**config.mk**
```make
export PLATFORM = sky130hd
export DESIGN_NAME = lpc_io_decoder_flat
export DESIGN_NICKNAME = d
export VERILOG_FILES = /design/src/rtl/lpc_io_decoder_if.sv /design/src/rtl/lpc_io_decoder.sv /design/src/flat_wrapper.sv
export SDC_FILE = /design/constraint.sdc
export NUM_CORES = 1
export LEC_CHECK = 0
export BUFFER_PORTS_ARGS = -buffer_cell sky130_fd_sc_hd__buf_2
export CORE_MARGIN = 5
export CORE_UTILIZATION = 35
export DETAILED_ROUTE_END_ITERATION = 12
export PLACE_DENSITY = 0.61
export SYNTH_ARGS = -nofsm -noshare
export SYNTH_HDL_FRONTEND = slang
export SYNTH_SLANG_ARGS = --single-unit
```
**constraint.sdc**
```tcl
create_clock -name LpcClock -period 1.45 [get_ports LpcClock]
set_input_delay 0.29 -clock LpcClock [delete_from_list [all_inputs] [get_ports LpcClock]]
set_output_delay 0.29 -clock LpcClock [all_outputs]
set_load 0.01 [all_outputs]
```
**src/rtl/lpc_io_decoder_if.sv**
```systemverilog
// LPC I/O decoder signal bundle: host-side LAD/LFRAME# pins and the
// register-file side (index, write strobe/data, read data).
interface lpc_io_decoder_if;
   logic       LpcFrame_n;
   logic [3:0] LadIn;
   logic [7:0] RdData;
   logic [3:0] LadOut;
   logic       LadOe;
   logic [7:0] Addr;
   logic       Wr;
   logic [7:0] DataWr;
   logic [3:0] dbg_state;

   // Decoder side.
   modport slave (
      input  LpcFrame_n,
      input  LadIn,
      input  RdData,
      output LadOut,
      output LadOe,
      output Addr,
      output Wr,
      output DataWr,
      output dbg_state
   );

   // Host / register-file side.
   modport master (
      output LpcFrame_n,
      output LadIn,
      output RdData,
      input  LadOut,
      input  LadOe,
      input  Addr,
      input  Wr,
      input  DataWr,
      input  dbg_state
   );
endinterface

```
**src/rtl/lpc_io_decoder.sv**
```systemverilog
// LPC slave front end: decodes I/O read/write cycles hitting a 32-byte window,
// drives SYNC/read data on LAD and strobes writes into the register file.
module lpc_io_decoder #(
   parameter logic [15:0] BASE_ADDR = 16'h0800
) (
   input logic               PciReset,
   input logic               LpcClock,
   lpc_io_decoder_if.slave   bus
);

   typedef enum logic [3:0] {
      IDLE    = 4'd0,
      CYCTYPE = 4'd1,
      ADDR0   = 4'd2,
      ADDR1   = 4'd3,
      ADDR2   = 4'd4,
      ADDR3   = 4'd5,
      WDATA0  = 4'd6,
      WDATA1  = 4'd7,
      HTAR0   = 4'd8,
      HTAR1   = 4'd9,
      SYNC    = 4'd10,
      RDATA0  = 4'd11,
      RDATA1  = 4'd12,
      PTAR0   = 4'd13,
      PTAR1   = 4'd14
   } state_t;

   state_t      state;
   state_t      state_next;
   logic [15:4] io_addr;
   logic [15:0] cur_addr;
   logic        window_hit;
   logic        cyc_valid;
   logic        is_write;
   logic [7:0]  rd_latch;
   logic [7:0]  addr_q;
   logic [7:0]  data_wr_q;
   logic        wr_q;
   logic [3:0]  lad_out;
   logic        lad_oe;

   // Full address as seen while the last address nibble is on LAD.
   assign cur_addr   = {io_addr, bus.LadIn};
   assign window_hit = (cur_addr[15:5] == BASE_ADDR[15:5]);
   assign cyc_valid  = (bus.LadIn[3:1] == 3'b000) || (bus.LadIn[3:1] == 3'b001);

   always_ff @(posedge LpcClock or negedge PciReset) begin
      if (!PciReset) begin
         state     <= IDLE;
         io_addr   <= '0;
         is_write  <= 1'b0;
         rd_latch  <= 8'h00;
         addr_q    <= 8'h00;
         data_wr_q <= 8'h00;
         wr_q      <= 1'b0;
      end else begin
         state <= state_next;
         // Wr is high for exactly the clock spent in SYNC of a write cycle.
         wr_q  <= (state_next == SYNC) && is_write;
         if (state == HTAR1) begin
            rd_latch <= bus.RdData;
         end
         if (bus.LpcFrame_n) begin
            case (state)
               CYCTYPE: is_write        <= bus.LadIn[1];
               ADDR0:   io_addr[15:12]  <= bus.LadIn;
               ADDR1:   io_addr[11:8]   <= bus.LadIn;
               ADDR2:   io_addr[7:4]    <= bus.LadIn;
               ADDR3: begin
                  if (window_hit) begin
                     addr_q <= {3'b000, cur_addr[4:0]};
                  end
               end
               WDATA0:  data_wr_q[3:0]  <= bus.LadIn;
               WDATA1:  data_wr_q[7:4]  <= bus.LadIn;
               default: ;
            endcase
         end
      end
   end

   always_comb begin
      state_next = state;
      if (!bus.LpcFrame_n) begin
         state_next = (bus.LadIn == 4'b0000) ? CYCTYPE : IDLE;
      end else begin
         case (state)
            IDLE:    state_next = IDLE;
            CYCTYPE: state_next = cyc_valid ? ADDR0 : IDLE;
            ADDR0:   state_next = ADDR1;
            ADDR1:   state_next = ADDR2;
            ADDR2:   state_next = ADDR3;
            ADDR3: begin
               if (!window_hit) begin
                  state_next = IDLE;
               end else if (is_write) begin
                  state_next = WDATA0;
               end else begin
                  state_next = HTAR0;
               end
            end
            WDATA0:  state_next = WDATA1;
            WDATA1:  state_next = HTAR0;
            HTAR0:   state_next = HTAR1;
            HTAR1:   state_next = SYNC;
            SYNC:    state_next = is_write ? PTAR0 : RDATA0;
            RDATA0:  state_next = RDATA1;
            RDATA1:  state_next = PTAR0;
            PTAR0:   state_next = PTAR1;
            PTAR1:   state_next = IDLE;
            default: state_next = IDLE;
         endcase
      end
   end

   // LAD drive depends on the state register alone, so reset releases it at once.
   always_comb begin
      lad_oe  = 1'b0;
      lad_out = 4'b1111;
      case (state)
         SYNC: begin
            lad_oe  = 1'b1;
            lad_out = 4'b0000;
         end
         RDATA0: begin
            lad_oe  = 1'b1;
            lad_out = rd_latch[3:0];
         end
         RDATA1: begin
            lad_oe  = 1'b1;
            lad_out = rd_latch[7:4];
         end
         PTAR0: begin
            lad_oe  = 1'b1;
            lad_out = 4'b1111;
         end
         default: ;
      endcase
   end

   assign bus.LadOut    = lad_out;
   assign bus.LadOe     = lad_oe;
   assign bus.Addr      = addr_q;
   assign bus.Wr        = wr_q;
   assign bus.DataWr    = data_wr_q;
   assign bus.dbg_state = state;

endmodule

```
**src/flat_wrapper.sv**
```systemverilog
// flat-port wrapper written by rule: the top's interface ports become plain ports
module lpc_io_decoder_flat 
#(
   parameter logic [15:0] BASE_ADDR = 16'h0800
)
  (PciReset, LpcClock, bus_LpcFrame_n, bus_LadIn, bus_RdData, bus_LadOut, bus_LadOe, bus_Addr, bus_Wr, bus_DataWr, bus_dbg_state);
  lpc_io_decoder_if bus_i ();
  input logic PciReset;
  input logic LpcClock;
  input wire logic [$bits(bus_i.LpcFrame_n)-1:0] bus_LpcFrame_n;
  input wire logic [$bits(bus_i.LadIn)-1:0] bus_LadIn;
  input wire logic [$bits(bus_i.RdData)-1:0] bus_RdData;
  output wire logic [$bits(bus_i.LadOut)-1:0] bus_LadOut;
  output wire logic [$bits(bus_i.LadOe)-1:0] bus_LadOe;
  output wire logic [$bits(bus_i.Addr)-1:0] bus_Addr;
  output wire logic [$bits(bus_i.Wr)-1:0] bus_Wr;
  output wire logic [$bits(bus_i.DataWr)-1:0] bus_DataWr;
  output wire logic [$bits(bus_i.dbg_state)-1:0] bus_dbg_state;
  assign bus_i.LpcFrame_n = bus_LpcFrame_n;
  assign bus_i.LadIn = bus_LadIn;
  assign bus_i.RdData = bus_RdData;
  assign bus_LadOut = bus_i.LadOut;
  assign bus_LadOe = bus_i.LadOe;
  assign bus_Addr = bus_i.Addr;
  assign bus_Wr = bus_i.Wr;
  assign bus_DataWr = bus_i.DataWr;
  assign bus_dbg_state = bus_i.dbg_state;
  lpc_io_decoder #(.BASE_ADDR(BASE_ADDR)) u_core (.PciReset(PciReset), .LpcClock(LpcClock), .bus(bus_i));
endmodule
```
==> impl_results.rst, run 1 <==
.. list-table::
   :header-rows: 1

   * - Metric
     - Value
   * - RSZ-0062 raised after global routing
     - true
   * - Clock Sinks
     - 39
   * - Placed cell area
     - 2230 um2
   * - First-pass GRT wire length
     - 7660 um
   * - Number of buffers inserted for hold repair after clock tree synthesis
     - 0
   * - Number of cells on the worst reg-to-reg path
     - 5
   * - Final clock skew
     - between 0.005 and 0.006 ns
   * - Root buffer selected by CTS
     - sky130_fd_sc_hd__clkbuf_8
   * - Cell type with the largest total area after synthesis
     - sky130_fd_sc_hd__dfrtp_1
   * - Syn. warnings
     - 0
   * - Top-level port count
     - 41
   * - Master of the slowest instance on the critical path
     - sky130_fd_sc_hd__dfrtp_1
   * - Count of nets left with antenna violations after detail routing
     - 0
   * - Required time reported for the critical path endpoint
     - 1.63 ns
   * - Detailed-placement wirelength estimate
     - 3120 um
   * - Area delta synth->final
     - 47.3%
   * - Number of global-route vias before repair
     - 1506
   * - Remaining routing DRC violations
     - 0
   * - Final instance area
     - roughly 2600 um2
   * - Synthesized-area fraction occupied by ao, oa, aoi and oai cells
     - 7.87%
   * - Post-Place Cells
     - 270
   * - Die boundary width
     - 81.7 um
   * - Startpoint kind of the worst setup timing path
     - flop
   * - Total vias in the final route
     - 1431
   * - Power density over the cells
     - roughly 800 nW/um2
   * - Portion of the post-synthesis area used by sequential elements
     - between 50 and 60%
   * - Total power of the final layout
     - 2110 uW
   * - Combinational family with the most area after synthesis
     - multiplexers
   * - Final hold viol count
     - 0
   * - Result of the run
     - finished, violations left
   * - Fraction of the mapped netlist area in adder cells
     - 0%
   * - Final worst slack
     - -0.185 ns
   * - Final setup TNS
     - -3.56 ns
   * - Classification of the worst setup path
     - flop to flop
   * - Starting density of the core
     - about 36%
   * - Type of the most critical hold path
     - input pin to async pin
   * - Synthesized flop and latch total
     - 39
   * - Critical Path Sink Type
     - flop
   * - Pre-CTS WS
     - -0.0881 ns
   * - H-tree Lvls
     - 2
   * - WP data arrival
     - roughly 1.8 ns
   * - Total routing resource utilization after global routing
     - between 10% and 20%
   * - Count of final max-slew check failures
     - 0
   * - Simple-gate area share of the yosys netlist
     - 12.7%
   * - Longest Clk Path Bufs
     - 2
   * - Final count of negative-setup-slack endpoints
     - 42
   * - Highest cell delay on the worst timing path
     - 0.41 ns
   * - Area of the mapped netlist
     - ~1800 um2
   * - VDD IR max
     - 547 uV
   * - Crit path cell chain
     - buf_4 > buf_4 > nor4_4 > buf_4 > mux2_2
   * - Number of distinct library cell variants in the gate-level netlist after synthesis
     - 32
   * - Clock transition at the register clock pins on the worst setup and hold paths after CTS
     - 0.08 ns
   * - Violated checks
     - setup timing
   * - Avg WL per Cell
     - roughly 16 um
   * - Largest fanout on the critical path
     - 4
   * - Synth top area share
     - 54.3%
   * - Maximum number of pins on one net before global-route repair
     - 40
   * - Multiplexer fraction of the synthesized cell area
     - 21.3%
   * - Buffers added on ports
     - 37
   * - Max Clock Freq
     - 611 MHz
   * - Leakage
     - 0.00134 uW
   * - Layout cell share with drive strength beyond 1
     - 63.1%
   * - Synthesized area divided by synthesized cell count
     - 12.0 um2
   * - Y dimension of the die
     - 81.7 um
   * - Clock tree from TritonCTS
     - done
   * - Floorplan Core Area
     - 5040 um2
   * - Total congestion overflow
     - 0
   * - Post-synthesis cell count
     - 150
   * - Average via count per standard cell
     - approximately 4.9
   * - Insertion delay to the later sink of the worst-skew pair
     - 0.29 ns
   * - Antenna diode count
     - 0
   * - Final Instance Count excl. Fillers
     - 292
   * - XOR/XNOR share of the synthesized area
     - 0%
   * - Top library cells by usage in the layout, fill and taps aside
     - 37 x sky130_fd_sc_hd__buf_2, 37 x sky130_fd_sc_hd__dfrtp_1, 28 x sky130_fd_sc_hd__buf_4
   * - Number of max-capacitance violations reported
     - 0
   * - Number of core rows
     - 26
   * - Fin nets
     - 236
   * - Cell types occupying the most area after synthesis
     - sky130_fd_sc_hd__dfrtp_1 54%, sky130_fd_sc_hd__mux2_2 18%, sky130_fd_sc_hd__mux2_1 3.1%
   * - Num CTS Buffers
     - 5
   * - Wire length after detailed routing
     - 4690 um
   * - Tmin final
     - 1.64 ns
   * - Full die area
     - 6670 um2
   * - TritonRoute pass-1 iters
     - 4
   * - Dominant cell type by count on the critical path
     - sky130_fd_sc_hd__buf_4
   * - Final RePlAce weighted congestion
     - around 0.86
   * - Final worst path period share
     - 113%
   * - Number of antenna violations at the first check in global routing
     - 0
   * - Detailed Route Iter0 Violations
     - 79
final cells by class:
type                       instances  area (um2)
fill                             465        2400
sequential                        39         978
multi-input combinational        101         970
timing repair buffer              73         494
tap                               70        87.6
clock buffer                       6        72.6
clock inverter                     2        37.5
inverter                           1        6.26
cells in the mapped netlist:
cell type,n
sky130_fd_sc_hd__nand2_1,8
sky130_fd_sc_hd__mux2_2,29
sky130_fd_sc_hd__nand2b_1,4
sky130_fd_sc_hd__o21a_1,1
sky130_fd_sc_hd__nor4_2,2
sky130_fd_sc_hd__nand3_1,3
sky130_fd_sc_hd__o31ai_1,1
sky130_fd_sc_hd__nand4_1,2
sky130_fd_sc_hd__o21ai_0,4
sky130_fd_sc_hd__and4bb_1,1
sky130_fd_sc_hd__nor2_1,12
sky130_fd_sc_hd__and3_1,2
sky130_fd_sc_hd__a221oi_1,3
sky130_fd_sc_hd__buf_4,3
sky130_fd_sc_hd__and4_1,1
sky130_fd_sc_hd__nor4b_1,1
sky130_fd_sc_hd__dfrtp_1,39
sky130_fd_sc_hd__a21oi_1,6
sky130_fd_sc_hd__a31oi_1,2
sky130_fd_sc_hd__nor3_1,3
sky130_fd_sc_hd__clkbuf_1,2
sky130_fd_sc_hd__o22ai_1,1
sky130_fd_sc_hd__o2bb2ai_1,1
sky130_fd_sc_hd__o21bai_1,1
sky130_fd_sc_hd__inv_1,1
sky130_fd_sc_hd__conb_1,1
sky130_fd_sc_hd__a22oi_1,1
sky130_fd_sc_hd__buf_2,6
sky130_fd_sc_hd__nor2b_1,1
sky130_fd_sc_hd__nor4_1,2
sky130_fd_sc_hd__a21boi_0,1
sky130_fd_sc_hd__mux2_1,5
layer usage:
metal	part of all wire, %	global-route usage, %
met1	42	17.9
met3	6.2	3.95
met2	49	27.0
met5	0	0
met4	1.9	6.64
logic make-up (layout without fill, tap and decap cells):
| logic type | after synthesis | count (layout) |
|---|---|---|
| flops | 39 | 39 |
| mux | 34 | 34 |
| other cells | 1 | 3 |
| simple gates | 42 | 42 |
| compound gates | 22 | 22 |
| buf+inv | 12 | 82 |
critical path: cells and delay by family (launching register included):
| family | cells | cell delay (ns) |
|---|---|---|
| flip-flops | 1 | 0.41 |
| multiplexers | 1 | 0.32 |
| AND/OR/NAND/NOR | 1 | 0.30 |
| buffers and inverters | 3 | 0.50 |
what timing repair did:
item                                    4_1_cts  5_1_grt
pin swaps                                    11        5
setup buffers                                10        4
resized for setup                            43       11
endpoints found under the setup margin       33       41
sequential cells by signal (all words and copies together), names as in the netlist:
| register | flops |
|---|---|
| u_core.bus.dbg_state | 4 |
| u_core.io_addr | 12 |
| u_core.bus.Wr | 1 |
| u_core.bus.DataWr | 8 |
| u_core.is_write | 1 |
| u_core.rd_latch | 8 |
| u_core.bus.Addr | 5 |
path summary, 6_finish.rpt:
kind,from,end,slack (ns)
max in group asynchronous,PciReset,u_core.bus.dbg_state[1]$_DFF_PN0_,1.04
setup reg to reg,u_core.bus.dbg_state[2]$_DFF_PN0_,u_core.io_addr[12]$_DFFE_PN0P_,-0.19
min in group LpcClock,bus_RdData[5],u_core.rd_latch[5]$_DFFE_PN0P_,0.23
setup / recovery,u_core.bus.dbg_state[2]$_DFF_PN0_,u_core.io_addr[12]$_DFFE_PN0P_,-0.19
hold reg to reg,u_core.io_addr[8]$_DFFE_PN0P_,u_core.io_addr[8]$_DFFE_PN0P_,0.51
hold / removal,PciReset,u_core.rd_latch[6]$_DFFE_PN0P_,0.04
through the flow:
step	utilization [%]	hold WS (ns)
6_report	52.5	0.0438
3_3_place_gp	44.2	0.368
2_1_floorplan	-	-0.00559
5_1_grt	52.5	0.0919
3_5_place_dp	44.2	0.383
4_1_cts	50.9	0.0657
report_power, final:
| group | internal (uW) | leakage, uW | switching (uW) | total [uW] |
|---|---|---|---|---|
| logic | 47.2 | 0.000751 | 76.8 | 124 |
| clock network | 513 | 0.0000514 | 377 | 890 |
| registers | 1090 | 0.000541 | 4.96 | 1100 |
(Power assumes the default switching activity.)
==> inputs of run 2 (changes only) <==
--- a/config.mk
+++ b/config.mk
@@ -5,8 +5,9 @@
 export SDC_FILE = /design/constraint.sdc
 export NUM_CORES = 1
 export LEC_CHECK = 0
+export ABC_AREA = 1
 export BUFFER_PORTS_ARGS = -buffer_cell sky130_fd_sc_hd__buf_2
-export CORE_MARGIN = 5
+export CORE_MARGIN = 2
 export CORE_UTILIZATION = 35
 export DETAILED_ROUTE_END_ITERATION = 12
 export PLACE_DENSITY = 0.61
==> impl_results.rst, run 2 <==
.. list-table::
   :header-rows: 1

   * - Metric
     - Value
   * - Synthesized flop and latch total
     - 39 (unchanged)
   * - Portion of the post-synthesis area used by sequential elements
     - 53.1% (-1.3 points)
   * - Worst hold slack
     - 0.230 ns (+0.187 ns)
   * - Area delta synth->final
     - 47.7%
   * - Count of final max-slew check failures
     - 0 (unchanged)
   * - Full die area
     - 5850 um2 (-12%)
   * - Buffers added on ports
     - 37 (unchanged)
   * - Total vias in the final route
     - 1667 (+16%)
   * - Sequential cell area
     - 980 um2 (+0.13%)
   * - Final instance area
     - 2720 um2 (+2.6%)
   * - Synth top area share
     - 53.1% (-1.3 points)
   * - WHS Path Cells
     - 2
   * - Min-Delay Startpoint
     - bus_RdData[6]
   * - Final worst slack
     - -0.246 ns (-0.0610 ns)
   * - Startpoint of the worst register-to-register path
     - u_core.bus.dbg_state[3]$_DFF_PN0_
   * - Final hold viol count
     - 0 (unchanged)
   * - Leading cell type by number of instances after synthesis
     - sky130_fd_sc_hd__nand2_1
   * - Count of nets left with antenna violations after detail routing
     - 0 (unchanged)
   * - Number of global-route vias before repair
     - 1621 (+7.6%)
   * - Violated checks
     - setup timing
   * - Startpoint kind of the worst setup timing path
     - flop
   * - TritonRoute pass-1 iters
     - 4 (unchanged)
   * - Count of flip-flops with a built-in enable after synthesis
     - 0 (unchanged)
   * - Top-level port count
     - 41 (unchanged)
   * - Longest Clk Path Bufs
     - 2 (unchanged)
   * - Y dimension of the die
     - 76.5 um (-6.3%)
   * - Total congestion overflow
     - 0 (unchanged)
   * - Floorplan Core Area
     - 5070 um2 (+0.65%)
   * - Type of the most critical hold path
     - input pin to flop
   * - Root buffer selected by CTS
     - sky130_fd_sc_hd__clkbuf_8
   * - Classification of the worst setup path
     - flop to output port
   * - Final worst path period share
     - 117% (+4.2 points)
   * - Final clock skew
     - 0.00586 ns (+0.000520 ns)
   * - Final RePlAce weighted congestion
     - 0.852 (-1.3%)
   * - Area taken by multi-input logic gates
     - 950 um2 (-2.1%)
   * - Post-synthesis cell count
     - 215 (+43%)
   * - Hold path endpoint
     - u_core.rd_latch[6]$_DFFE_PN0P_
   * - Detailed-placement wirelength estimate
     - 3040 um (-2.4%)
   * - Required time reported for the critical path endpoint
     - 1.16 ns (-0.47 ns)
   * - RSZ-0062 raised after global routing
     - true
   * - Prevailing post-synth register cell
     - sky130_fd_sc_hd__dfrtp_1
   * - Clock transition at the register clock pins on the worst setup and hold paths after CTS
     - 0.07 ns (about the same)
   * - Wire length after detailed routing
     - 4800 um (+2.3%)
   * - Cell type with the largest total area after synthesis
     - sky130_fd_sc_hd__dfrtp_1
   * - Critical Path Sink Type
     - output port
   * - WP data arrival
     - 1.41 ns (-0.41 ns)
   * - Remaining routing DRC violations
     - 0 (unchanged)
   * - Clock tree from TritonCTS
     - done
   * - Largest fanout on the critical path
     - 4 (unchanged)
   * - Detailed Route Iter0 Violations
     - 55 (-30%)
   * - Placed cell area
     - 2220 um2 (-0.62%)
   * - Antenna diode count
     - 0 (unchanged)
   * - Clock Sinks
     - 39 (unchanged)
   * - Tmin final
     - 1.70 ns (+0.0610 ns)
   * - Pre-CTS WS
     - -0.0399 ns (+0.0482 ns)
   * - Final count of negative-setup-slack endpoints
     - 14 (-67%)
   * - Max Clock Freq
     - 589 MHz (-3.6%)
   * - Avg WL per Cell
     - 13.4 um (-17%)
   * - Number of core rows
     - 26 (unchanged)
   * - Average via count per standard cell
     - 4.64 (-5.2%)
   * - Starting density of the core
     - 36.2% (+0.61 points)
   * - Leakage
     - 0.00136 uW (+1.5%)
   * - Layout cell share with drive strength beyond 1
     - 47.8% (-15 points)
   * - Power density over the cells
     - 841 nW/um2 (+5.4%)
   * - Fraction of synthesis flops using an asynchronous set or reset pin
     - 100% (unchanged)
   * - Endpoint of the lowest-slack register-to-register path
     - u_core.bus.Addr[2]$_DFFE_PN0P_
   * - Most flop-heavy register
     - u_core.io_addr
   * - Cell types with the highest counts after synthesis
     - 64 x sky130_fd_sc_hd__nand2_1, 39 x sky130_fd_sc_hd__dfrtp_1, 23 x sky130_fd_sc_hd__o21ai_0
   * - VDD IR max
     - 749 uV (+37%)
   * - Number of max-capacitance violations reported
     - 0 (unchanged)
   * - FF-to-FF setup slack
     - -0.20 ns (about the same)
   * - First-pass GRT wire length
     - 7620 um (-0.55%)
   * - Commonest non-fill, non-tap cell in the layout
     - sky130_fd_sc_hd__nand2_1
   * - Max reg flops
     - 12 (unchanged)
   * - Number of fill cells
     - 481 (+3.4%)
   * - Fin nets
     - 304 (+29%)
   * - Top library cells by usage in the layout, fill and taps aside
     - 50 x sky130_fd_sc_hd__nand2_1, 36 x sky130_fd_sc_hd__dfrtp_1, 33 x sky130_fd_sc_hd__buf_2
   * - Maximum number of pins on one net before global-route repair
     - 40 (unchanged)
   * - Syn. warnings
     - 0 (unchanged)
   * - Post-route core utilization
     - 53.5% (+1.0 points)
   * - Total routing resource utilization after global routing
     - 16.4% (+0.95 points)
   * - Number of cells on the worst reg-to-reg path
     - 8 (+3)
   * - Cell types occupying the most area after synthesis
     - sky130_fd_sc_hd__dfrtp_1 53%, sky130_fd_sc_hd__nand2_1 13%, sky130_fd_sc_hd__o21ai_0 6.3%
   * - Die boundary width
     - 76.5 um (-6.3%)
   * - Insertion delay to the later sink of the worst-skew pair
     - 0.29 ns (about the same)
   * - Number of distinct library cell variants in the gate-level netlist after synthesis
     - 19 (-41%)
   * - Synthesized area divided by synthesized cell count
     - 8.55 um2 (-29%)
   * - Number of antenna violations at the first check in global routing
     - 0 (unchanged)
   * - Area of the mapped netlist
     - 1840 um2 (+2.4%)
   * - Num CTS Buffers
     - 5 (unchanged)
   * - Result of the run
     - finished, violations left
   * - H-tree Lvls
     - 2 (unchanged)
-- run 2: logic make-up after synthesis --
family	Yosys count	share of synthesized area, %
AO/OA/AOI/OAI	30	8.23
flip-flops	39	53.1
multiplexers	8	4.90
AND/OR/NAND/NOR	111	27.7
buffers and inverters	26	5.92
other	1	0.204
-- run 2: what timing repair did --
action / 4_1_cts / 5_1_grt
hold buffers: 1 / 0
buffers inserted: 10 / 9
pin swaps: 6 / 15
endpoints found under the setup margin: 10 / 33
endpoints found under the hold margin: 39 / 0
gates resized for setup: 17 / 59
cloned: 1 / 0
-- run 2: critical path, cell delays in order (launching register included) --
cell and delay (ns):
sky130_fd_sc_hd__dfrtp_1 0.42, sky130_fd_sc_hd__inv_2 0.08, sky130_fd_sc_hd__nor2_4 0.13, sky130_fd_sc_hd__nand2_2 0.09, sky130_fd_sc_hd__nand2_2 0.08, sky130_fd_sc_hd__inv_2 0.05, sky130_fd_sc_hd__nand2_4 0.07, sky130_fd_sc_hd__nand3_1 0.06
sky130_fd_sc_hd__buf_2 0.14
-- run 2: final cells by class --
class / count / area share [%]
Inverter: 22 / 3.13
Clock buffer: 5 / 2.53
Tap cell: 70 / 3.22
Clock inverter: 2 / 1.38
Sequential cell: 39 / 36.1
Timing Repair Buffer: 68 / 18.7
Multi-Input combinational cell: 153 / 35.0
-- run 2: routing by layer --
layer | up-vias | GRT usage, % | share of wire [%]
met5 | - | 0 | 0
met3 | 11 | 3.67 | 2.9
met4 | 0 | 7.27 | 2.3
li1 | 834 | - | -
met2 | 33 | 26.4 | 51
met1 | 789 | 21.3 | 44
-- run 2: through the flow --
stage               setup TNS, ns  total power (uW)  instances
floorplan                       0              1310        217
global placement           -0.119              1390        333
detailed placement         -0.152              1400        333
CTS                         -2.51              2280        352
global route                -3.49              2390        359
finish                      -2.33              2280        359
-- run 2: worst max-delay path by stage --
stage,from,endpoint,cells past startpoint
2_1_floorplan,u_core.bus.dbg_state[3]$_DFF_PN0_,bus_LadOut[0],7
3_3_place_gp,u_core.bus.dbg_state[2]$_DFF_PN0_,bus_LadOut[1],8
3_5_place_dp,u_core.bus.dbg_state[2]$_DFF_PN0_,bus_LadOut[2],8
4_1_cts,u_core.bus.dbg_state[1]$_DFF_PN0_,bus_LadOut[1],7
5_1_grt,u_core.bus.dbg_state[3]$_DFF_PN0_,bus_LadOut[1],8
6_report,u_core.bus.dbg_state[3]$_DFF_PN0_,bus_LadOut[3],8
-- run 2: power by group --
part           total (uW)  leakage (uW)  internal (uW)  switching, uW
Clock                 871     0.0000502            502            369
Sequential           1180      0.000514           1140           40.7
Combinational         228      0.000799           81.8            147
Total                2280       0.00136           1730            556
==> inputs of run 3 (changes only) <==
--- a/config.mk
+++ b/config.mk
@@ -5,7 +5,6 @@
 export SDC_FILE = /design/constraint.sdc
 export NUM_CORES = 1
 export LEC_CHECK = 0
-export ABC_AREA = 1
 export BUFFER_PORTS_ARGS = -buffer_cell sky130_fd_sc_hd__buf_2
 export CORE_MARGIN = 2
 export CORE_UTILIZATION = 35
==> impl_results.rst, run 3 (synthesized netlist as in run 1, its figures left out) <==
.. list-table::
   :header-rows: 1

   * - Metric
     - Value
   * - Final worst path period share
     - 113% (-4.4 points)
   * - Detailed-placement wirelength estimate
     - 3020 um (-0.90%)
   * - Final RePlAce weighted congestion
     - 0.875 (+2.7%)
   * - Area delta synth->final
     - 48.8%
   * - Type of the most critical hold path
     - input pin to async pin
   * - Startpoint of the worst register-to-register path
     - u_core.bus.dbg_state[1]$_DFF_PN0_
   * - Clock tree from TritonCTS
     - done
   * - Total congestion overflow
     - 0 (unchanged)
   * - Maximum number of pins on one net before global-route repair
     - 40 (unchanged)
   * - Clock transition at the register clock pins on the worst setup and hold paths after CTS
     - 0.08 ns (about the same)
   * - Number of buffers inserted for hold repair after clock tree synthesis
     - 0 (-1)
   * - Result of the run
     - finished, violations left
   * - Number of max-capacitance violations reported
     - 0 (unchanged)
   * - Wire length after detailed routing
     - 4740 um (-1.3%)
   * - Total vias in the final route
     - 1405 (-16%)
   * - Total routing resource utilization after global routing
     - 18.4% (+2.0 points)
   * - Layout cell share with drive strength beyond 1
     - 63.5% (+16 points)
   * - VDD IR max
     - 519 uV (-31%)
   * - Antenna diode count
     - 0 (unchanged)
   * - Die boundary width
     - 75.7 um (-1.1%)
   * - Full die area
     - 5720 um2 (-2.2%)
   * - Leakage
     - 0.00135 uW (-1.1%)
   * - Number of antenna violations at the first check in global routing
     - 0 (unchanged)
   * - Root buffer selected by CTS
     - sky130_fd_sc_hd__clkbuf_8
   * - WP data arrival
     - 1.82 ns (+0.41 ns)
   * - Count of nets left with antenna violations after detail routing
     - 0 (unchanged)
   * - Sequential cell area
     - 980 um2 (unchanged)
   * - Final setup TNS
     - -2.87 ns (-0.543 ns)
   * - Slew at the pin closest to its max-slew limit
     - 0.503 ns
   * - Violated checks
     - setup timing
   * - Number of global-route vias before repair
     - 1430 (-12%)
   * - Commonest non-fill, non-tap cell in the layout
     - sky130_fd_sc_hd__dfrtp_1
   * - Max reg flops
     - 12 (unchanged)
   * - Area taken by multi-input logic gates
     - 998 um2 (+5.1%)
   * - Fin nets
     - 233 (-23%)
   * - Remaining routing DRC violations
     - 0 (unchanged)
   * - Count of final max-slew check failures
     - 0 (unchanged)
   * - FF-to-FF setup slack
     - -0.18 ns (+0.02 ns)
   * - Longest Clk Path Bufs
     - 2 (unchanged)
   * - Critical Path Sink Type
     - flop
   * - H-tree Lvls
     - 2 (unchanged)
   * - RSZ-0062 raised after global routing
     - true
   * - Power density over the cells
     - 797 nW/um2 (-5.2%)
   * - Floorplan Core Area
     - 5040 um2 (-0.64%)
   * - Tmin final
     - 1.63 ns (-0.0642 ns)
   * - Max Clock Freq
     - 613 MHz (+3.9%)
   * - Final count of negative-setup-slack endpoints
     - 39 (+25)
   * - Num CTS Buffers
     - 5 (unchanged)
   * - Classification of the worst setup path
     - flop to flop
   * - Starting density of the core
     - 35.6% (-0.61 points)
   * - Detailed Route Iter0 Violations
     - 38 (-31%)
   * - Pre-CTS WS
     - -0.0817 ns (-0.0417 ns)
   * - Required time reported for the critical path endpoint
     - 1.64 ns (+0.48 ns)
   * - Number of cells on the worst reg-to-reg path
     - 5 (-3)
   * - Final clock skew
     - 0.00661 ns (+0.000747 ns)
   * - Clock Sinks
     - 39 (unchanged)
   * - TritonRoute pass-1 iters
     - 4 (unchanged)
   * - Crit path launch
     - u_core.bus.dbg_state[1]$_DFF_PN0_
   * - Buffers added on ports
     - 37 (unchanged)
   * - Worst setup path endpoint
     - u_core.bus.Addr[2]$_DFFE_PN0P_
   * - First-pass GRT wire length
     - 7530 um (-1.2%)
   * - Startpoint kind of the worst setup timing path
     - flop
   * - Top-level port count
     - 41 (unchanged)
   * - Most flop-heavy register
     - u_core.io_addr
   * - Final worst slack
     - -0.182 ns (+0.0642 ns)
   * - Insertion delay to the later sink of the worst-skew pair
     - 0.29 ns (about the same)
   * - Number of core rows
     - 26 (unchanged)
   * - Avg WL per Cell
     - 16.4 um (+23%)
   * - Average via count per standard cell
     - 4.86 (+4.7%)
   * - Y dimension of the die
     - 75.7 um (-1.1%)
   * - Number of fill cells
     - 434 (-9.8%)
   * - Final hold viol count
     - 0 (unchanged)
   * - Top library cells by usage in the layout, fill and taps aside
     - 36 x sky130_fd_sc_hd__dfrtp_1, 35 x sky130_fd_sc_hd__buf_2, 29 x sky130_fd_sc_hd__mux2_4
   * - Endpoint of the lowest-slack register-to-register path
     - u_core.bus.Addr[2]$_DFFE_PN0P_
   * - Largest fanout on the critical path
     - 5 (+1)
   * - Max transition margin
     - 66.5%
run 3: critical path, cell delays in order, from the launching register on:
cell and delay, ns:
sky130_fd_sc_hd__dfrtp_2 0.46, sky130_fd_sc_hd__buf_6 0.13, sky130_fd_sc_hd__and4bb_1 0.27, sky130_fd_sc_hd__and4_4 0.27, sky130_fd_sc_hd__nand2_4 0.09, sky130_fd_sc_hd__mux2_4 0.30
run 3: what timing repair did:
item                       CTS  global route
resized for setup           50            26
setup endpoints to repair   30            42
pin swaps                    7             8
buffers inserted            12             2
run 3: final cells by class:
type / count / area share, %
Clock buffer: 6 / 2.71
Multi-Input combinational cell: 101 / 37.3
Inverter: 1 / 0.421
Tap cell: 70 / 3.28
Sequential cell: 39 / 36.6
Timing Repair Buffer: 70 / 18.2
Clock inverter: 2 / 1.40
run 3: metal layers:
| metal | routed length [um] | up-vias | track usage [%] |
|---|---|---|---|
| met5 | 0 | - | 0 |
| met4 | 61 | 0 | 6.04 |
| met3 | 260 | 7 | 5.16 |
| met2 | 2210 | 42 | 30.2 |
| met1 | 2200 | 684 | 23.6 |
| li1 | - | 672 | - |
run 3: how the worst min path moves through the flow:
stage	end	slack [ns]	depth (start not counted)
2_1_floorplan	u_core.bus.Addr[0]$_DFFE_PN0P_	-0.006	0
3_3_place_gp	u_core.rd_latch[6]$_DFFE_PN0P_	0.37	2
3_5_place_dp	u_core.rd_latch[4]$_DFFE_PN0P_	0.38	2
4_1_cts	u_core.rd_latch[6]$_DFFE_PN0P_	0.06	2
5_1_grt	u_core.rd_latch[6]$_DFFE_PN0P_	0.08	2
6_report	u_core.rd_latch[1]$_DFFE_PN0P_	0.05	2
run 3: per-stage QoR:
stage	hold slack, ns	instance area (um2)	cells	utilization, %	total power [uW]
2_1_floorplan	-0.00559	1840	152	-	1150
3_3_place_gp	0.369	2230	270	44.2	1230
3_5_place_dp	0.382	2230	270	44.2	1230
4_1_cts	0.0588	2600	289	51.5	2140
5_1_grt	0.0810	2670	289	53.0	2220
6_report	0.0496	2670	289	53.0	2130
run 3: where the power goes:
group | internal, uW | switching, uW | total (uW) | leakage [uW]
clock | 514 | 400 | 914 | 0.0000514
combinational | 44.5 | 76.8 | 121 | 0.000759
sequential | 1090 | 3.80 | 1100 | 0.000539
total | 1650 | 481 | 2130 | 0.00135
